$ cat src/rtl/dma_ring_tracker.sv
// Tracks completed S2MM datamover blocks in a host ring buffer: write pointer, fill level,
// interrupt coalescing, and sticky overrun/status-error reporting with a run/halt/fault FSM.
module dma_ring_tracker (
    input  logic        axi_aclk,
    input  logic        axi_aresetn,
    input  logic        enable,
    input  logic        err_clr,
    input  logic        s_axis_sts_tvalid,
    output logic        s_axis_sts_tready,
    input  logic [7:0]  s_axis_sts_tdata,
    input  logic [15:0] ring_blocks_m1,
    input  logic [15:0] host_rd_ptr,
    input  logic [7:0]  irq_threshold,
    input  logic        irq_ack,
    output logic [15:0] wr_ptr,
    output logic [16:0] fill_level,
    output logic        irq,
    output logic        overrun,
    output logic        sts_err,
    output logic        halt_req,
    output logic [2:0]  err_code,
    output logic [31:0] blocks_total
);

    typedef enum logic [1:0] {StIdle, StRun, StHalt, StFault} state_e;

    state_e      state_q, state_d;
    logic [3:0]  tag_q;
    logic [7:0]  irq_count_q;
    logic [15:0] wr_ptr_d;
    logic [16:0] fill_now;
    logic [2:0]  err_sel;
    logic        beat_acc, beat_good, good_acc, bad_acc, run_start, ring_full, irq_hit;

    // Blocks held by the host; the else-branch covers a writer that has wrapped past the reader.
    function automatic logic [16:0] fill_calc(input logic [15:0] wr, input logic [15:0] rd,
                                              input logic [15:0] m1);
        if (wr >= rd) fill_calc = {1'b0, wr} - {1'b0, rd};
        else          fill_calc = {1'b0, wr} + {1'b0, m1} + 17'd1 - {1'b0, rd};
    endfunction

    assign beat_acc  = s_axis_sts_tvalid & s_axis_sts_tready;
    assign beat_good = s_axis_sts_tdata[7] & ~|s_axis_sts_tdata[6:4]
                     & (s_axis_sts_tdata[3:0] == tag_q) & (host_rd_ptr <= ring_blocks_m1);
    assign good_acc  = beat_acc & beat_good;
    assign bad_acc   = beat_acc & ~beat_good;
    assign run_start = (state_q == StIdle) & enable;
    assign fill_now  = fill_calc(wr_ptr, host_rd_ptr, ring_blocks_m1);
    assign ring_full = (fill_now == {1'b0, ring_blocks_m1});
    assign irq_hit   = good_acc & (irq_threshold != 8'd0)
                     & (({1'b0, irq_count_q} + 9'd1) == {1'b0, irq_threshold});

    always_comb begin
        err_sel = 3'b110;
        if (s_axis_sts_tdata[4])                       err_sel = 3'b001;
        else if (s_axis_sts_tdata[5])                  err_sel = 3'b010;
        else if (s_axis_sts_tdata[6])                  err_sel = 3'b011;
        else if (s_axis_sts_tdata[3:0] != tag_q)       err_sel = 3'b100;
        else if (host_rd_ptr > ring_blocks_m1)         err_sel = 3'b101;
    end

    always_comb begin
        wr_ptr_d = wr_ptr;
        if (run_start)     wr_ptr_d = 16'd0;
        else if (good_acc) wr_ptr_d = (wr_ptr == ring_blocks_m1) ? 16'd0 : wr_ptr + 16'd1;
    end

    always_comb begin
        state_d = state_q;
        unique case (state_q)
            StIdle: if (enable) state_d = StRun;
            default: begin
                if (good_acc)     state_d = ring_full ? StHalt : StRun;
                else if (bad_acc) state_d = StFault;
                if (!enable)      state_d = StIdle;
            end
        endcase
    end

    always_ff @(posedge axi_aclk or negedge axi_aresetn) begin
        if (!axi_aresetn) begin
            state_q           <= StIdle;
            tag_q             <= 4'd0;
            irq_count_q       <= 8'd0;
            s_axis_sts_tready <= 1'b0;
            wr_ptr            <= 16'd0;
            fill_level        <= 17'd0;
            irq               <= 1'b0;
            overrun           <= 1'b0;
            sts_err           <= 1'b0;
            halt_req          <= 1'b0;
            err_code          <= 3'd0;
            blocks_total      <= 32'd0;
        end else begin
            state_q           <= state_d;
            s_axis_sts_tready <= (state_d == StRun);
            halt_req          <= (state_d == StHalt) || (state_d == StFault);
            wr_ptr            <= wr_ptr_d;
            fill_level        <= fill_calc(wr_ptr_d, host_rd_ptr, ring_blocks_m1);

            if (run_start) begin
                tag_q       <= 4'd0;
                irq_count_q <= 8'd0;
            end else if (good_acc) begin
                tag_q <= tag_q + 4'd1;
                if (irq_threshold != 8'd0) irq_count_q <= irq_hit ? 8'd0 : irq_count_q + 8'd1;
            end

            if (good_acc) blocks_total <= blocks_total + 32'd1;

            irq <= irq_hit | (irq & ~irq_ack);

            // Clear first so an error in the same cycle overrides it and counts as the first.
            if (err_clr) begin
                overrun  <= 1'b0;
                sts_err  <= 1'b0;
                err_code <= 3'd0;
            end
            if (good_acc && ring_full) overrun <= 1'b1;
            if (bad_acc) begin
                sts_err <= 1'b1;
                if (!sts_err || err_clr) err_code <= err_sel;
            end
        end
    end

endmodule

$ cat config.mk
export PLATFORM = sky130hd
export DESIGN_NAME = dma_ring_tracker
export DESIGN_NICKNAME = d
export VERILOG_FILES = /design/src/rtl/dma_ring_tracker.sv
export SDC_FILE = /design/constraint.sdc
export NUM_CORES = 1
export LEC_CHECK = 0
export BUFFER_PORTS_ARGS = -buffer_cell sky130_fd_sc_hd__buf_4
export CELL_PAD_IN_SITES_DETAIL_PLACEMENT = 1
export CELL_PAD_IN_SITES_GLOBAL_PLACEMENT = 2
export CORE_MARGIN = 8
export CORE_UTILIZATION = 39
export DETAILED_ROUTE_END_ITERATION = 16
export GPL_TIMING_DRIVEN = 1
export HOLD_SLACK_MARGIN = 0.08
export MAX_ROUTING_LAYER = met4
export PLACE_DENSITY_LB_ADDON = 0.2
export SLEW_MARGIN = 20
export SYNTH_ARGS = -nofsm -noshare
export SYNTH_HDL_FRONTEND = slang
export SYNTH_SLANG_ARGS = --single-unit
$ cat constraint.sdc
create_clock -name axi_aclk -period 6.93 [get_ports axi_aclk]
set_input_delay 0 -clock axi_aclk [delete_from_list [all_inputs] [get_ports axi_aclk]]
set_output_delay 0 -clock axi_aclk [all_outputs]
set_load 0.05 [all_outputs]
; Word level (Yosys, flattened, before mapping)
; Index checks and enable logic that the tools add are counted.
[totals]
ff_bits = 87
inputBits = 54
elab_cells = 91
[classes]
add_sub_neg = 13
n_lt_le_gt_ge = 4
n_eq_ne = 8
mux = 28
n_bitwise = 13
n_reduce_logical = 13
[ops]
columns = op, count
row1 = 2-to-1 mux 16 bit, 3
row2 = adder 16 x 16 -> 17 bit, 2
row3 = adder 17 x 1 -> 17 bit (second input constant), 2
row4 = 2-to-1 mux 17 bit, 2
row5 = subtractor 16 x 16 -> 17 bit, 2
row6 = subtractor 17 x 16 -> 17 bit, 2
row7 = adder 32 x 1 -> 32 bit (second input constant), 1
row8 = greater-or-equal comparator 16 bit, 2
row9 = 2-to-1 mux 8 bit, 4
row10 = 2-to-1 mux 3 bit, 6
row11 = equality test 17 x 16 -> 1 bit, 1
row12 = adder 16 x 1 -> 16 bit (second input constant), 1
row13 = equality test 16 bit, 1
row14 = greater-than comparator 16 bit, 1
row15 = <= comparator 16 bit, 1
row16 = 2-to-1 mux 2 bit, 8
row17 = bitwise AND 1 bit, 10
row18 = adder 8 x 1 -> 9 bit (second input constant), 1
row19 = equality test 9 x 8 -> 1 bit, 1
row20 = adder 8 x 1 -> 8 bit (second input constant), 1
row21 = 2-to-1 mux 4 bit, 2
row22 = nonzero test 2 bit, 4
row23 = nonzero test 8 bit, 1
row24 = adder 4 x 1 -> 4 bit (second input constant), 1
row25 = other kinds (13), 19

; Depth between registers and ports, before layout
[logic_depth]
word_depth = 13
mapped_depth = 26
depth_no_buf = 25

; Worst setup path before layout
; Ideal clock, no wire load.
[synth_timing]
path_kind = input to register
start = input port ring_blocks_m1[13]
end = register fill_level[16]
setup_ns = 0.135
arrival_time_ns = 5.186
required_ns = 6.795
slack_ns = 1.609
cell_stages = 25
n_path_buf = 2
cell_sequence = inv_1 > ha_1 > a21o_1 > a21o_1 > a2111o_1 > o31a_1 > and3b_1 > buf_2 > buf_2 > nand2_1 > xnor2_1 > or2_2 > fa_1 > inv_1 > ha_1 > a21o_1 > a21oi_1 > o21bai_1 > a2111o_1 > a31oi_1 > nor2_1 > o21a_1 > o41ai_1 > xnor2_1 > mux2i_1
[synth_between]
elab_chain_cells = 9
elab_cells_between_ends = 13
cone_classes = 4 x add/sub / 2 x order compare / 1 x eq/ne / 4 x mux / 2 x bitwise
[synth_rtl]
columns = element, line_no
row1 = start: declaration, 11  ; input logic [15:0] ring_blocks_m1,
row2 = <= comparator 16 bit, 44  ; & (s_axis_sts_tdata[3:0] == tag_q) & (host_rd_ptr <= ring_blocks_m1);
row3 = bitwise AND 1 bit, 44
row4 = bitwise AND 1 bit, 45  ; assign good_acc = beat_acc & beat_good;
row5 = 2-to-1 mux 16 bit, 65  ; else if (good_acc) wr_ptr_d = (wr_ptr == ring_blocks_m1) ? 16'd0 : wr_ptr + 16'd1;
row6 = 2-to-1 mux 16 bit, 64  ; if (run_start) wr_ptr_d = 16'd0;
row7 = adder 16 x 16 -> 17 bit, 39  ; else fill_calc = {1'b0, wr} + {1'b0, m1} + 17'd1 - {1'b0, rd};
row8 = adder 17 x 1 -> 17 bit, 39
row9 = subtractor 17 x 16 -> 17 bit, 39
row10 = 2-to-1 mux 17 bit *, 38  ; if (wr >= rd) fill_calc = {1'b0, wr} - {1'b0, rd};
row11 = end signal: assignment, 99  ; fill_level <= fill_calc(wr_ptr_d, host_rd_ptr, ring_blocks_m1);
row12 = end: declaration, 16  ; output logic [16:0] fill_level,
; Every way passes the cells marked *; elsewhere a longest branch is shown, timed or not.
; A chain may end at the register's enable or synchronous reset.

; Worst setup path in the final report
; Same ends and word-level chain as after synthesis.

==> results.yml <==
outcome:
  status: "finished clean"
timing:
  tns_ps: 0
  fmax_mhz: 175
  rsz0062_at_grt: "false"
  max_slew_margin_pct: 34.5
  finalSetupViolations: 0
  tightest_slew_ps: 982
  skew_ps: 7.73
  layout_setup_ws_ps: 1230
  period_needed_ps: 5700
  final_max_slew_viol_count: 0
  period_share_pct: 82.3
  hold_viol: 0
drt:
  drt_wl_total_um: 30100
  drtAntennaViolNets: 0
  routedWlPerCell_um: 19.5
  dr.pass1.iters: 4
  viasPerCell: 5.34
  drc: 0
  dr_total_vias: 8251
  drt_iter0_markers: 337
placed_design:
  dpl_cell_area_sq_um: 10500
  finalWeightedCongestion: 0.913
  io_buffers: 126
  dp_slack_ps: 904
  dpl.hpwl_um: 25000
floorplan:
  die_x_um: 169
  die_h_um: 169
  ioPinCount: 127
  core_area_sq_um: 23300
  die_area_sq_um: 28700
  num_rows: 56
  start_util_pct: 39.4
final_layout:
  diodes: 0
  final-seq-area_sq_um: 2180
  drive_gt1_share_pct: 14.8
  multi_input_area_sq_um: 6430
  fillers: 2832
  nNetsFinal: 1394
  fin_area_sq_um: 10900
  utilization_pct: 47.0
  area_growth_pct: 19.4
critical_path:
  cp.arrival_ps: 5940
  r2r_start: "tag_q[1]"
  cp-end-kind: "register"
  rr_endpoint: "fill_level[16]"
  worstSetupPathType: "primary input to register"
  r2r_cells: 20
  crit_required_ps: 7160
  cp_max_fo: 12
  reg2reg_setup_slack_ps: 1420
  startpoint_type: "primary input"
global_routing:
  grt.overflow.total: 0
  grt_pass1_wl_um: 48100
  antenna_found_initial: 0
  grt_usage_pct: 21.9
  grt_max_degree: 75
  first_global_vias: 8808
pwr:
  pwr-share-clk_pct: 31.1
  internal-power_mw: 1.06
  p_leak_nw: 5.44
  powerDensity_nw_per_um2: 157
  seq_power_share_pct: 31.8
  total_power_mw: 1.72
  p_sw_share_pct: 38.3
  vdd_drop_max_uv: 140
  p_comb_share_pct: 37.1
  p_sw_mw: 0.659
clock_tree:
  cts_made_buffers: 9
  clkSinkCount: 87
  cts.root.buffer_cell: "clkbuf_16"
  clockBufferDepth: 2
  path_clk_slew_ps: 80
  htreeDepth: 3
  insertion_delay_ps: 350
  cts_setup_buffers: 0
  cts_tree: "built"
yosys:
  ys_seq_area_share_pct: 23.8
  synth_cells: 1077
  synth_cell_types: 75
  synth_flop_cell: "dfrtp_1"
  avgSynthCellArea_sq_um: 8.51
  synthArstFlopShare_pct: 100
  synth_edf_count: 0
  synth_nets: 1251
  yosysWarningCount: 0
  synth-seq-cells: 87
  syn_area_sq_um: 9160
flow_run:
  max_cap_viol_count: 0
min_path:
  hp-class: "primary input to register"
  hold_depth: 5
  holdPathEnd: "irq"
  holdCritStartpoint: "irq_threshold[5]"
## metal layers
metal / routed length (um) / GRT usage (%)
met1: 13900 / 27.4
met2: 14500 / 36.5
met3: 1170 / 3.19
met4: 563 / 5.73
met5: 0 / -
## metrics by stage
step / hold slack, ps / cells
2_1_floorplan: -296 / 1077
3_3_place_gp: -139 / 1514
3_5_place_dp: -136 / 1514
4_1_cts: 94.6 / 1544
5_1_grt: 148 / 1544
6_report: 105 / 1544
## state kept, by name, indices dropped and copies added (netlist names), 2 cells and up
name	cells
blocks_total	32
fill_level	17
wr_ptr	16
irq_count_q	8
tag_q	4
err_code	3
state_q	2
## final cells by class
| cell class | instances | share of cell area, % |
|---|---|---|
| multi-input cells | 845 | 58.8 |
| flip-flops and latches | 87 | 19.9 |
| repair buffers | 146 | 10.3 |
| inverters | 131 | 4.49 |
| well taps | 319 | 3.65 |
| clock buffers | 9 | 2.06 |
| clock inverters | 7 | 0.812 |
## critical path: stages
cell	delay, ps
buf_4	140
inv_1	180
ha_1	280
a21o_1	180
a21o_1	180
a2111o_1	470
o31a_1	420
and3b_1	330
buf_4	240
nand2_1	90
xnor2_1	130
or2_2	300
fa_1	510
inv_1	50
ha_1	320
a21o_1	170
a21oi_1	220
o21bai_1	140
a2111o_1	460
a31oi_1	310
nor2_1	70
o21a_1	190
o41ai_1	310
xnor2_1	170
mux2i_1	90
## Yosys cell counts, types with 7 or more instances
library cell	n	area (sq um)
a211oi_1	8	60.1
a21o_1	24	180
a21oi_1	62	310
a31oi_1	8	50.1
and2_1	8	50.1
and3_1	16	100
clkbuf_1	9	33.8
dfrtp_1	87	2180
fa_1	34	681
ha_1	86	1080
inv_1	131	492
mux2i_1	7	70.1
nand2_1	85	319
nand2b_1	13	81.3
nand3_1	32	160
nand4_1	15	93.8
nor2_1	72	270
nor2b_1	11	68.8
nor3_1	25	125
nor4_1	14	87.6
o211ai_1	11	82.6
o21a_1	12	90.1
o21ai_0	47	235
o21bai_1	8	60.1
o31ai_1	11	82.6
or2_2	13	81.3
xnor2_1	76	666
xor2_1	59	517
## cell families after synthesis
kind of cell / share of synthesized area, %
compound gates: 18.0
xor+xnor: 12.9
fa+ha+maj: 19.2
buf+inv: 6.08
flops: 23.8
mux: 0.888
simple gates: 19.2
## timing repair
action | 4_1_cts | 5_1_grt
hold buffers | 14 | 0
hold endpoints to repair | 24 | 0
resized for setup | 0 | 0
## power groups by stage
stage	clock network, mW	logic, mW	registers, mW
after global placement	0	0.627	0.558
after detailed placement	0	0.633	0.558
after CTS	0.549	0.644	0.548
final	0.535	0.638	0.547
after global routing	0.565	0.698	0.550
after floorplan	0	0.321	0.657
## how the worst max path moves through the flow
stage	slack, ps	start	depth (start not counted)	to
floorplan	1610	ring_blocks_m1[13]	25	fill_level[16]
global placement	1100	ring_blocks_m1[13]	25	fill_level[16]
detailed placement	900	ring_blocks_m1[13]	25	fill_level[16]
CTS	1250	ring_blocks_m1[13]	25	fill_level[16]
global route	910	ring_blocks_m1[13]	25	fill_level[16]
finish	1230	ring_blocks_m1[13]	25	fill_level[16]
## placed cells by master, fill, tap and decap left out, types with 12 or more instances in the layout
| cell | synthesis | layout |
|---|---|---|
| buf_4 | 0 | 132 |
| inv_1 | 131 | 131 |
| dfrtp_1 | 87 | 87 |
| ha_1 | 86 | 86 |
| nand2_1 | 85 | 85 |
| xnor2_1 | 76 | 76 |
| nor2_1 | 72 | 72 |
| a21oi_1 | 62 | 62 |
| xor2_1 | 59 | 59 |
| o21ai_0 | 47 | 47 |
| fa_1 | 34 | 34 |
| nand3_1 | 32 | 32 |
| nor3_1 | 25 | 25 |
| a21o_1 | 24 | 24 |
| and3_1 | 16 | 16 |
| nand4_1 | 15 | 15 |
| nor4_1 | 14 | 14 |
| dlygate4sd3_1 | 0 | 14 |
| or2_2 | 13 | 13 |
| nand2b_1 | 13 | 13 |
| o21a_1 | 12 | 12 |
(Power assumes the default switching activity.)
